$ cat config.mk
export PLATFORM = sky130hd
export DESIGN_NAME = ddr3_fill_writer
export DESIGN_NICKNAME = d
export VERILOG_FILES = /design/src/rtl/ddr3_fill_writer.sv
export SDC_FILE = /design/constraint.sdc
export NUM_CORES = 1
export LEC_CHECK = 0
export ABC_AREA = 1
export CELL_PAD_IN_SITES_DETAIL_PLACEMENT = 0
export CELL_PAD_IN_SITES_GLOBAL_PLACEMENT = 2
export CORE_UTILIZATION = 23
export CTS_BUF_LIST = sky130_fd_sc_hd__clkbuf_16
export CTS_CLUSTER_DIAMETER = 150
export DETAILED_ROUTE_END_ITERATION = 6
export HOLD_SLACK_MARGIN = 0.05
export PLACE_DENSITY = 0.84
export SLEW_MARGIN = 40
export SYNTH_ARGS = -nofsm -noshare
export SYNTH_HDL_FRONTEND = slang
export SYNTH_SLANG_ARGS = --single-unit
$ cat constraint.sdc
create_clock -name clk -period 4.25 [get_ports clk]
set_clock_uncertainty 0.1 [all_clocks]
set_input_delay 0.85 -clock clk [delete_from_list [all_inputs] [get_ports clk]]
set_output_delay 0.85 -clock clk [all_outputs]
set_load 0.01 [all_outputs]
$ cat src/rtl/ddr3_fill_writer.sv
// ddr3_fill_writer
//   Drains fills (header, BURSTS payload words, checksum) from an ADC FWFT
//   FIFO into DDR3 through the MIG user interface. The address and data
//   channels run independently under ready/valid backpressure. When a fill
//   completes, its header is pushed to the fill-header FIFO.
//
// Ports
//   clk, reset                   UI clock, synchronous active-high reset
//   acq_enabled                  permits the start of a new fill (IDLE only)
//   fifo_dat, fifo_empty         FWFT FIFO head word and empty flag
//   fifo_rd_en                   pops the FIFO head when a data beat is accepted
//   app_wdf_data/wren/end/rdy    MIG write-data channel
//   app_en, app_addr, app_rdy    MIG command channel
//   hdr_dat, hdr_wr_en, hdr_full header of the current fill and its FIFO push
//   sync_err                     sticky bad-header-tag flag
//   busy                         fill in progress (not IDLE, not ERR)
//   fills_done                   count of completed fills, wraps
module ddr3_fill_writer #(
    parameter int unsigned DATA_W     = 128,
    parameter int unsigned AGEN_W     = 23,
    parameter int unsigned ADDR_SHIFT = 3,
    parameter int unsigned ADDR_LSB   = 35,
    parameter int unsigned LEN_W      = 21,
    parameter int unsigned LEN_LSB    = 64,
    parameter int unsigned CNT_W      = 16
) (
    input  logic                         clk,
    input  logic                         reset,
    input  logic                         acq_enabled,
    input  logic [DATA_W-1:0]            fifo_dat,
    input  logic                         fifo_empty,
    output logic                         fifo_rd_en,
    output logic [DATA_W-1:0]            app_wdf_data,
    output logic                         app_wdf_wren,
    output logic                         app_wdf_end,
    input  logic                         app_wdf_rdy,
    output logic                         app_en,
    output logic [AGEN_W+ADDR_SHIFT-1:0] app_addr,
    input  logic                         app_rdy,
    output logic [DATA_W-1:0]            hdr_dat,
    output logic                         hdr_wr_en,
    input  logic                         hdr_full,
    output logic                         sync_err,
    output logic                         busy,
    output logic [CNT_W-1:0]             fills_done
);

    typedef enum logic [2:0] {
        S_IDLE,
        S_HDR,
        S_WRITE,
        S_DONE,
        S_ERR
    } state_t;

    state_t            state;
    logic [LEN_W:0]    dcnt;
    logic [LEN_W:0]    ccnt;
    logic [LEN_W:0]    dcnt_nxt;
    logic [LEN_W:0]    ccnt_nxt;
    logic [LEN_W:0]    burst_total;
    logic [AGEN_W-1:0] agen;
    logic              data_fire;
    logic              cmd_fire;

    // Header + payload + checksum beats; one extra bit so BURSTS+2 cannot overflow.
    assign burst_total = {1'b0, fifo_dat[LEN_LSB +: LEN_W]} + (LEN_W+1)'(2);

    assign app_wdf_data = fifo_dat;
    assign app_wdf_wren = (state == S_WRITE) && (dcnt != '0) && !fifo_empty;
    assign app_wdf_end  = app_wdf_wren;
    assign app_en       = (state == S_WRITE) && (ccnt != '0);
    assign app_addr     = {agen, {ADDR_SHIFT{1'b0}}};
    assign data_fire    = app_wdf_wren && app_wdf_rdy;
    assign cmd_fire     = app_en && app_rdy;
    assign fifo_rd_en   = data_fire;
    assign hdr_wr_en    = (state == S_DONE) && !hdr_full;
    assign sync_err     = (state == S_ERR);
    assign busy         = (state == S_HDR) || (state == S_WRITE) || (state == S_DONE);

    always_comb begin
        dcnt_nxt = dcnt - (LEN_W+1)'(data_fire);
        ccnt_nxt = ccnt - (LEN_W+1)'(cmd_fire);
    end

    always_ff @(posedge clk) begin
        if (reset) begin
            state      <= S_IDLE;
            dcnt       <= '0;
            ccnt       <= '0;
            agen       <= '0;
            hdr_dat    <= '0;
            fills_done <= '0;
        end else begin
            case (state)
                S_IDLE: begin
                    if (acq_enabled && !fifo_empty) state <= S_HDR;
                end
                // Header stays at the FIFO head; it is written as the first data beat.
                S_HDR: begin
                    if (fifo_dat[DATA_W-1 -: 2] == 2'b01) begin
                        hdr_dat <= fifo_dat;
                        agen    <= fifo_dat[ADDR_LSB +: AGEN_W];
                        dcnt    <= burst_total;
                        ccnt    <= burst_total;
                        state   <= S_WRITE;
                    end else begin
                        state <= S_ERR;
                    end
                end
                // Completion is judged on post-handshake counts so that final beats
                // accepted together move straight to DONE on the next cycle.
                S_WRITE: begin
                    dcnt <= dcnt_nxt;
                    ccnt <= ccnt_nxt;
                    if (cmd_fire) agen <= agen + AGEN_W'(1);
                    if (dcnt_nxt == '0 && ccnt_nxt == '0) state <= S_DONE;
                end
                S_DONE: begin
                    if (!hdr_full) begin
                        fills_done <= fills_done + CNT_W'(1);
                        state      <= S_IDLE;
                    end
                end
                S_ERR: begin
                    state <= S_ERR;
                end
                default: state <= S_IDLE;
            endcase
        end
    end

endmodule

After elaboration in Yosys (flattened, before gate mapping)
Cells that the tools add are included.
{ "totals": {"reg_bits": 214, "output_inout_bits": 305} }
{ "classes": {"add_sub_neg": 5, "eq_ne": 10, "bitwise_logic": 1, "n_reduce_logical": 23, "n_mux": 11} }
{ "op_table": {"columns": ["operator", "count"], "rows": [
  ["22-bit one-hot mux with 2 select lines", 2],
  ["23-bit 2-to-1 mux", 2],
  ["23-bit one-hot mux with 2 select lines", 1],
  ["22-bit logical NOT", 2],
  ["22-bit nonzero test", 2],
  ["22-bit by 1-bit subtractor with 22-bit output", 2],
  ["23-bit by 1-bit adder with 23-bit output (second input constant)", 1],
  ["21-bit by 2-bit adder with 22-bit output (second input constant)", 1],
  ["22-bit 2-to-1 mux", 1],
  ["16-bit by 1-bit adder with 16-bit output (second input constant)", 1],
  ["3-bit one-hot mux with 5 select lines", 1],
  ["3-bit 2-to-1 mux", 4],
  ["1-bit logical AND", 8],
  ["3-bit by 2-bit == test with 1-bit output (second input constant)", 2],
  ["2-bit inequality test (second input constant)", 3],
  ["2-bit AND reduction", 3],
  ["3-bit AND reduction", 2],
  ["2-bit by 1-bit inequality test with 1-bit output (second input constant)", 2],
  ["3-bit by 1-bit == test with 1-bit output (second input constant)", 1],
  ["3-bit == test (second input constant)", 1],
  ["3-bit logical NOT", 1],
  ["2-bit by 1-bit == test with 1-bit output (second input constant)", 1],
  ["1-bit logical NOT", 2],
  ["1-bit logical OR", 2],
  ["other kinds (2)", 2]
]} }

Longest topological paths before layout
{ "logic_depth": {"ltp_word": 9, "ltp_mapped": 25, "ltp_nobuf": 25} }

Least setup slack after synthesis
No wires, ideal clock.
{ "synth_path": {"path_type": "reg2reg", "start": "register state[2]", "end": "register state[1]", "path_stages_with_launch": 22, "synth_period_minus_slack_ns": 3.190, "path_slack_ns": 1.060, "n_path_buf": 2, "t_arrival_ns": 2.981, "setup_time_ns": 0.109, "path_cell_list": "dfxtp_1 nor2_1 inv_2 nor2_4 buf_2 buf_2 nand3_1 nor2_1 ha_1 ha_1 nand2_2 nor2_4 nand2_1 xor2_1 nor2_1 nand3_1 nor2_1 nand2_1 nand2_1 nand3_1 nand2_1 inv_1"} }
{ "synth_via": {"elab_chain_cells": 9} }
{ "synth_rtl": {"columns": ["element", "line_no", "rtl"], "rows": [
  ["start, declared", "56", "state_t state;"],
  ["start signal, assigned", "88", "state <= S_IDLE;"],
  ["start signal, assigned", "97", "if (acq_enabled && !fifo_empty) state <= S_HDR;"],
  ["start signal, assigned", "106", "state <= S_WRITE;"],
  ["3-bit by 2-bit == test with 1-bit output", "70", "assign app_wdf_wren = (state == S_WRITE) && (dcnt != '0) && !fifo_empty;"],
  ["1-bit logical AND (2 in a row)", "70", null],
  ["1-bit logical AND", "74", "assign data_fire = app_wdf_wren && app_wdf_rdy;"],
  ["via fifo_rd_en", "32", "output logic fifo_rd_en,"],
  ["22-bit by 1-bit subtractor with 22-bit output", "82", "dcnt_nxt = dcnt - (LEN_W+1)'(data_fire);"],
  ["22-bit logical NOT", "117", "if (dcnt_nxt == '0 && ccnt_nxt == '0) state <= S_DONE;"],
  ["1-bit logical AND", "117", null],
  ["2-bit by 1-bit inequality test with 1-bit output (no source line)", null, null],
  ["3-bit AND reduction (no source line)", null, null]
]} }
The timed path passes the listed nets, and every way through them passes these cells.
A chain may end at the register's enable or synchronous reset.

Worst setup path in the final report
{ "layout_path": {"start": "register ccnt[8]", "end": "register state[1]"} }
{ "layout_via": {"elab_chain_cells": 8} }
{ "layout_rtl": {"columns": ["element", "line_no", "rtl"], "rows": [
  ["start, declared", "58", "logic [LEN_W:0] ccnt;"],
  ["start signal, assigned", "105", "ccnt <= burst_total;"],
  ["start signal, assigned", "115", "ccnt <= ccnt_nxt;"],
  ["22-bit nonzero test", "72", "assign app_en = (state == S_WRITE) && (ccnt != '0);"],
  ["1-bit logical AND", "72", null],
  ["1-bit logical AND", "75", "assign cmd_fire = app_en && app_rdy;"],
  ["22-bit by 1-bit subtractor with 22-bit output (*)", "83", "ccnt_nxt = ccnt - (LEN_W+1)'(cmd_fire);"],
  ["22-bit logical NOT (*)", "117", null],
  ["1-bit logical AND (*)", "117", null],
  ["2-bit by 1-bit inequality test with 1-bit output (no source line) (*)", null, null],
  ["3-bit AND reduction (no source line) (*)", null, null],
  ["end signal, assigned", "117", null],
  ["end signal, assigned", "122", "state <= S_IDLE;"],
  ["end signal, assigned", "126", "state <= S_ERR;"]
]} }
Mark *: on every way between the ends. The rest lies on a longest branch, timed or not.

==> flow_metrics.env <==
export IMPL_status="finished clean"
export IMPL_ys_flop_type="dfxtp_1"
export IMPL_port_buffers=436
export IMPL_highest_layer="met4"
export IMPL_synth_area_leaders="dfxtp_1, nor2_1, buf_4, o21ai_0, nand2_1"
export IMPL_setup_violations=0
export IMPL_cts_resized=0
export IMPL_core_um2=49050
export IMPL_totalWireLength_um=46650
export IMPL_synthesis_area_um2=11470
export IMPL_timing_hold_ws_ps=351.0
export IMPL_combPwrFrac_pct=44.9
export IMPL_die_h_um=225.4
export IMPL_met1Wirelength_um=19260
export IMPL_sw_frac_of_total_pct=43.08
export IMPL_route_detailed_drc=0
export IMPL_cellLeakagePower_nw=6.252
export IMPL_synth_area_per_cell_um2=6.941
export IMPL_nets=2069
export IMPL_cts_tree="done"
export IMPL_timing_slew_headroom_pct=46.91
export IMPL_power_frac_seq_pct=31.3
export IMPL_setup_worst_path_class="reg -> reg"
export IMPL_max_cap_violations=0
export IMPL_drtIter0Drc=526
export IMPL_rows=81
export IMPL_wl_met2_um=23650
export IMPL_dr_pass1_iters=5
export IMPL_synth_area_leader_cell="dfxtp_1"
export IMPL_drtAntennaViolNets=0
export IMPL_wl_met3_um=2179
export IMPL_syn2layout_area_growth_pct=42.33
export IMPL_hold_path_class="reg -> reg"
export IMPL_yosysTopAreaCellShare_pct=37.34
export IMPL_finalHoldViolCount=0
export IMPL_cp_start_kind="register"
export IMPL_final_cells=2610
export IMPL_tns_ps=0
export IMPL_synthArstFlopShare_pct=0
export IMPL_final_area_um2=16330
export IMPL_post_drt_wl_per_cell_um=17.87
export IMPL_rsz0062_at_grt="no"
export IMPL_final_max_slew_violation_count=0
export IMPL_critPathTopFamily="simple AND/OR/NAND/NOR gates"
export IMPL_drive_gt1_share_pct=6.012
export IMPL_io_pins=440
export IMPL_powerDensity_nw_per_um2=557.4
export IMPL_clockBufferDepth=3
export IMPL_antenna_found_initial=0
export IMPL_p_switching_mw=3.921
export IMPL_numCtsBuffers=28
export IMPL_synth_seq_cells=214
export IMPL_finalCriticalPeriod_ps=3531
export IMPL_synth_cells=1653
export IMPL_grt_pass1_vias=11450
export IMPL_root_buffer="clkbuf_16"
export IMPL_dpl_cell_area_um2=15510
export IMPL_place_congestion=0.8650
export IMPL_vdd_drop_max_uv=326.0
export IMPL_crit_fanout=6
export IMPL_fin_crit_sh_pct=83.09
export IMPL_crit_top_cell="nand2_1"
export IMPL_slowest_stage="dfxtp_1"
export IMPL_dpl_hpwl_um=34950
export IMPL_cp_num_buf_inv=3
export IMPL_grt_max_degree=143
export IMPL_dp_cells=2561
export IMPL_grtUsageTotal_pct=17.91
export IMPL_intPower_mw=5.182
export IMPL_path_cells="nor2_4 -> nand2_2 -> nor2_4 -> nand4_1 -> o21ai_1 -> inv_2 -> nand2_2 -> inv_1 -> ha_1 -> ha_1 -> nand2_2 -> xor2_1 -> nor2_1 -> nand2_1 -> nor2_1 -> nand3_1 -> nor2_1 -> nand2_1 -> nand2_1 -> nand3_1 -> nand2_1 -> inv_1"
export IMPL_synth_edf_count=0
export IMPL_via_count=11650
export IMPL_cts_hold_buf=0
export IMPL_ys_warn_count=0
export IMPL_post_cts_setup_buffer_count=0
export IMPL_nFillCells=5267
export IMPL_mostFrequentLayoutCells="clkdlybuf4s50_1, nor2_1, nand2_1, dfxtp_1, o21ai_0"
export IMPL_crit_required_ps=4610
export IMPL_slowest_delay_ps=360
export IMPL_max_freq_mhz=283.2
export IMPL_final_common_cell="clkdlybuf4s50_1"
export IMPL_worstSkewPairLatency_ps=560
export IMPL_dieArea_um2=50780
export IMPL_start_util_pct=23.39
export IMPL_grt_pass1_wl_um=69410
export IMPL_synth_distinct_cells=50
export IMPL_h_tree_depth=1
export IMPL_cp_arrival_ps=3890
export IMPL_clock_sinks=214
export IMPL_total_power_mw=9.103
export IMPL_yosysSeqAreaShare_pct=37.34
export IMPL_overflow=0
export IMPL_antenna_cells=0
export IMPL_clock_power_share_pct=23.8
export IMPL_tightestPinTransition_ps=796.3
export IMPL_die_x_um=225.4
export IMPL_via_per_inst=4.462
export IMPL_clk_pin_slew_ps=60
export IMPL_end_kind="register"
[metal layers]
metal  GRT usage [%]  vias to the layer above
li1                -                     5810
met1           21.11                     5428
met2           32.35                      340
met3           2.907                       68
met4           6.583                        0
met5               0                        -
[state kept, by name, indices dropped and copies added (netlist names)]
| name | count |
|---|---|
| hdr_dat | 128 |
| agen | 23 |
| ccnt | 22 |
| dcnt | 22 |
| fills_done | 16 |
| state | 3 |
[power by group through the flow]
stage	combinational, mW	clock, mW	sequential [mW]
after floorplan	2.51	0	2.87
after global placement	4.12	0	2.88
after detailed placement	4.13	0	2.88
after CTS	4.15	2.25	2.85
after global routing	4.59	2.35	2.91
final	4.09	2.17	2.85
[path summary, 6_finish.rpt]
path,start,endpoint,slack [ps],cells after the start
worst max register to register,ccnt[8]$_SDFFE_PP0P_,state[1]$_SDFFE_PP0P_,720,22
worst min-delay path,hdr_dat[127]$_SDFFE_PP0P_,hdr_dat[127]$_SDFFE_PP0P_,350,2
worst max-delay path,ccnt[8]$_SDFFE_PP0P_,state[1]$_SDFFE_PP0P_,720,22
worst min register to register,hdr_dat[127]$_SDFFE_PP0P_,hdr_dat[127]$_SDFFE_PP0P_,350,2
[tightest hold or removal path, stage by stage (launching register included)]
cell and delay, ps:
dfxtp_1 310, nand2_1 60, nor2_1 40
[area by class of cell]
cell class / count / area [µm²] / share of cell area (%)
clock inverter: 20 / 93.84 / 0.5746
sequential: 214 / 4284 / 26.23
tap: 664 / 830.8 / 5.087
inverter: 128 / 488.0 / 2.988
clock buffer: 29 / 725.7 / 4.444
multi-input combinational: 1107 / 5429 / 33.24
timing repair buffer: 448 / 4479 / 27.43
[cell families (layout without fill, tap and decap cells)]
logic type                 Yosys count  in the layout  synth area share [%]
AOI/OAI and AO/OA                  318            318                 15.38
xor gates and xnor gates            23             23                 1.756
adders and majority gates            7              7                0.7633
buffers and inverters              334            625                 15.52
DFF                                214            214                 37.34
other                                1              3               0.03268
and+or+nand+nor                    756            756                 29.22
[synth_stat cells, types with 2 or more instances]
cell type and number:
nand4_1 23, inv_1 121, xnor2_1 6, nand3_2 9, ha_1 7, clkbuf_1 43, buf_6 2, a211oi_1 5
nor2_4 15, buf_1 16, nand3_1 61, xor2_1 17, inv_2 7, nor4_1 2, nand2_1 241, o21ai_1 8
a221oi_1 13, nand2_2 7, a21oi_1 56, nor3_2 4, a31oi_1 18, o21a_1 2, buf_2 13, o21ai_0 187
nor2_2 9, nand3b_1 4, o221ai_1 3, dfxtp_1 214, or2_2 6, nor3_1 11, o211ai_1 22, nor2_1 352
buf_4 132
[metrics by stage]
step                      utilization [%]  worst slack [ps]
after floorplan                         -              1060
after global placement              31.62             402.7
after detailed placement            31.62             346.1
after CTS                           33.29             638.7
after global routing                33.29             412.0
final                               33.29             718.6
Power figures use the tool's default switching activity.
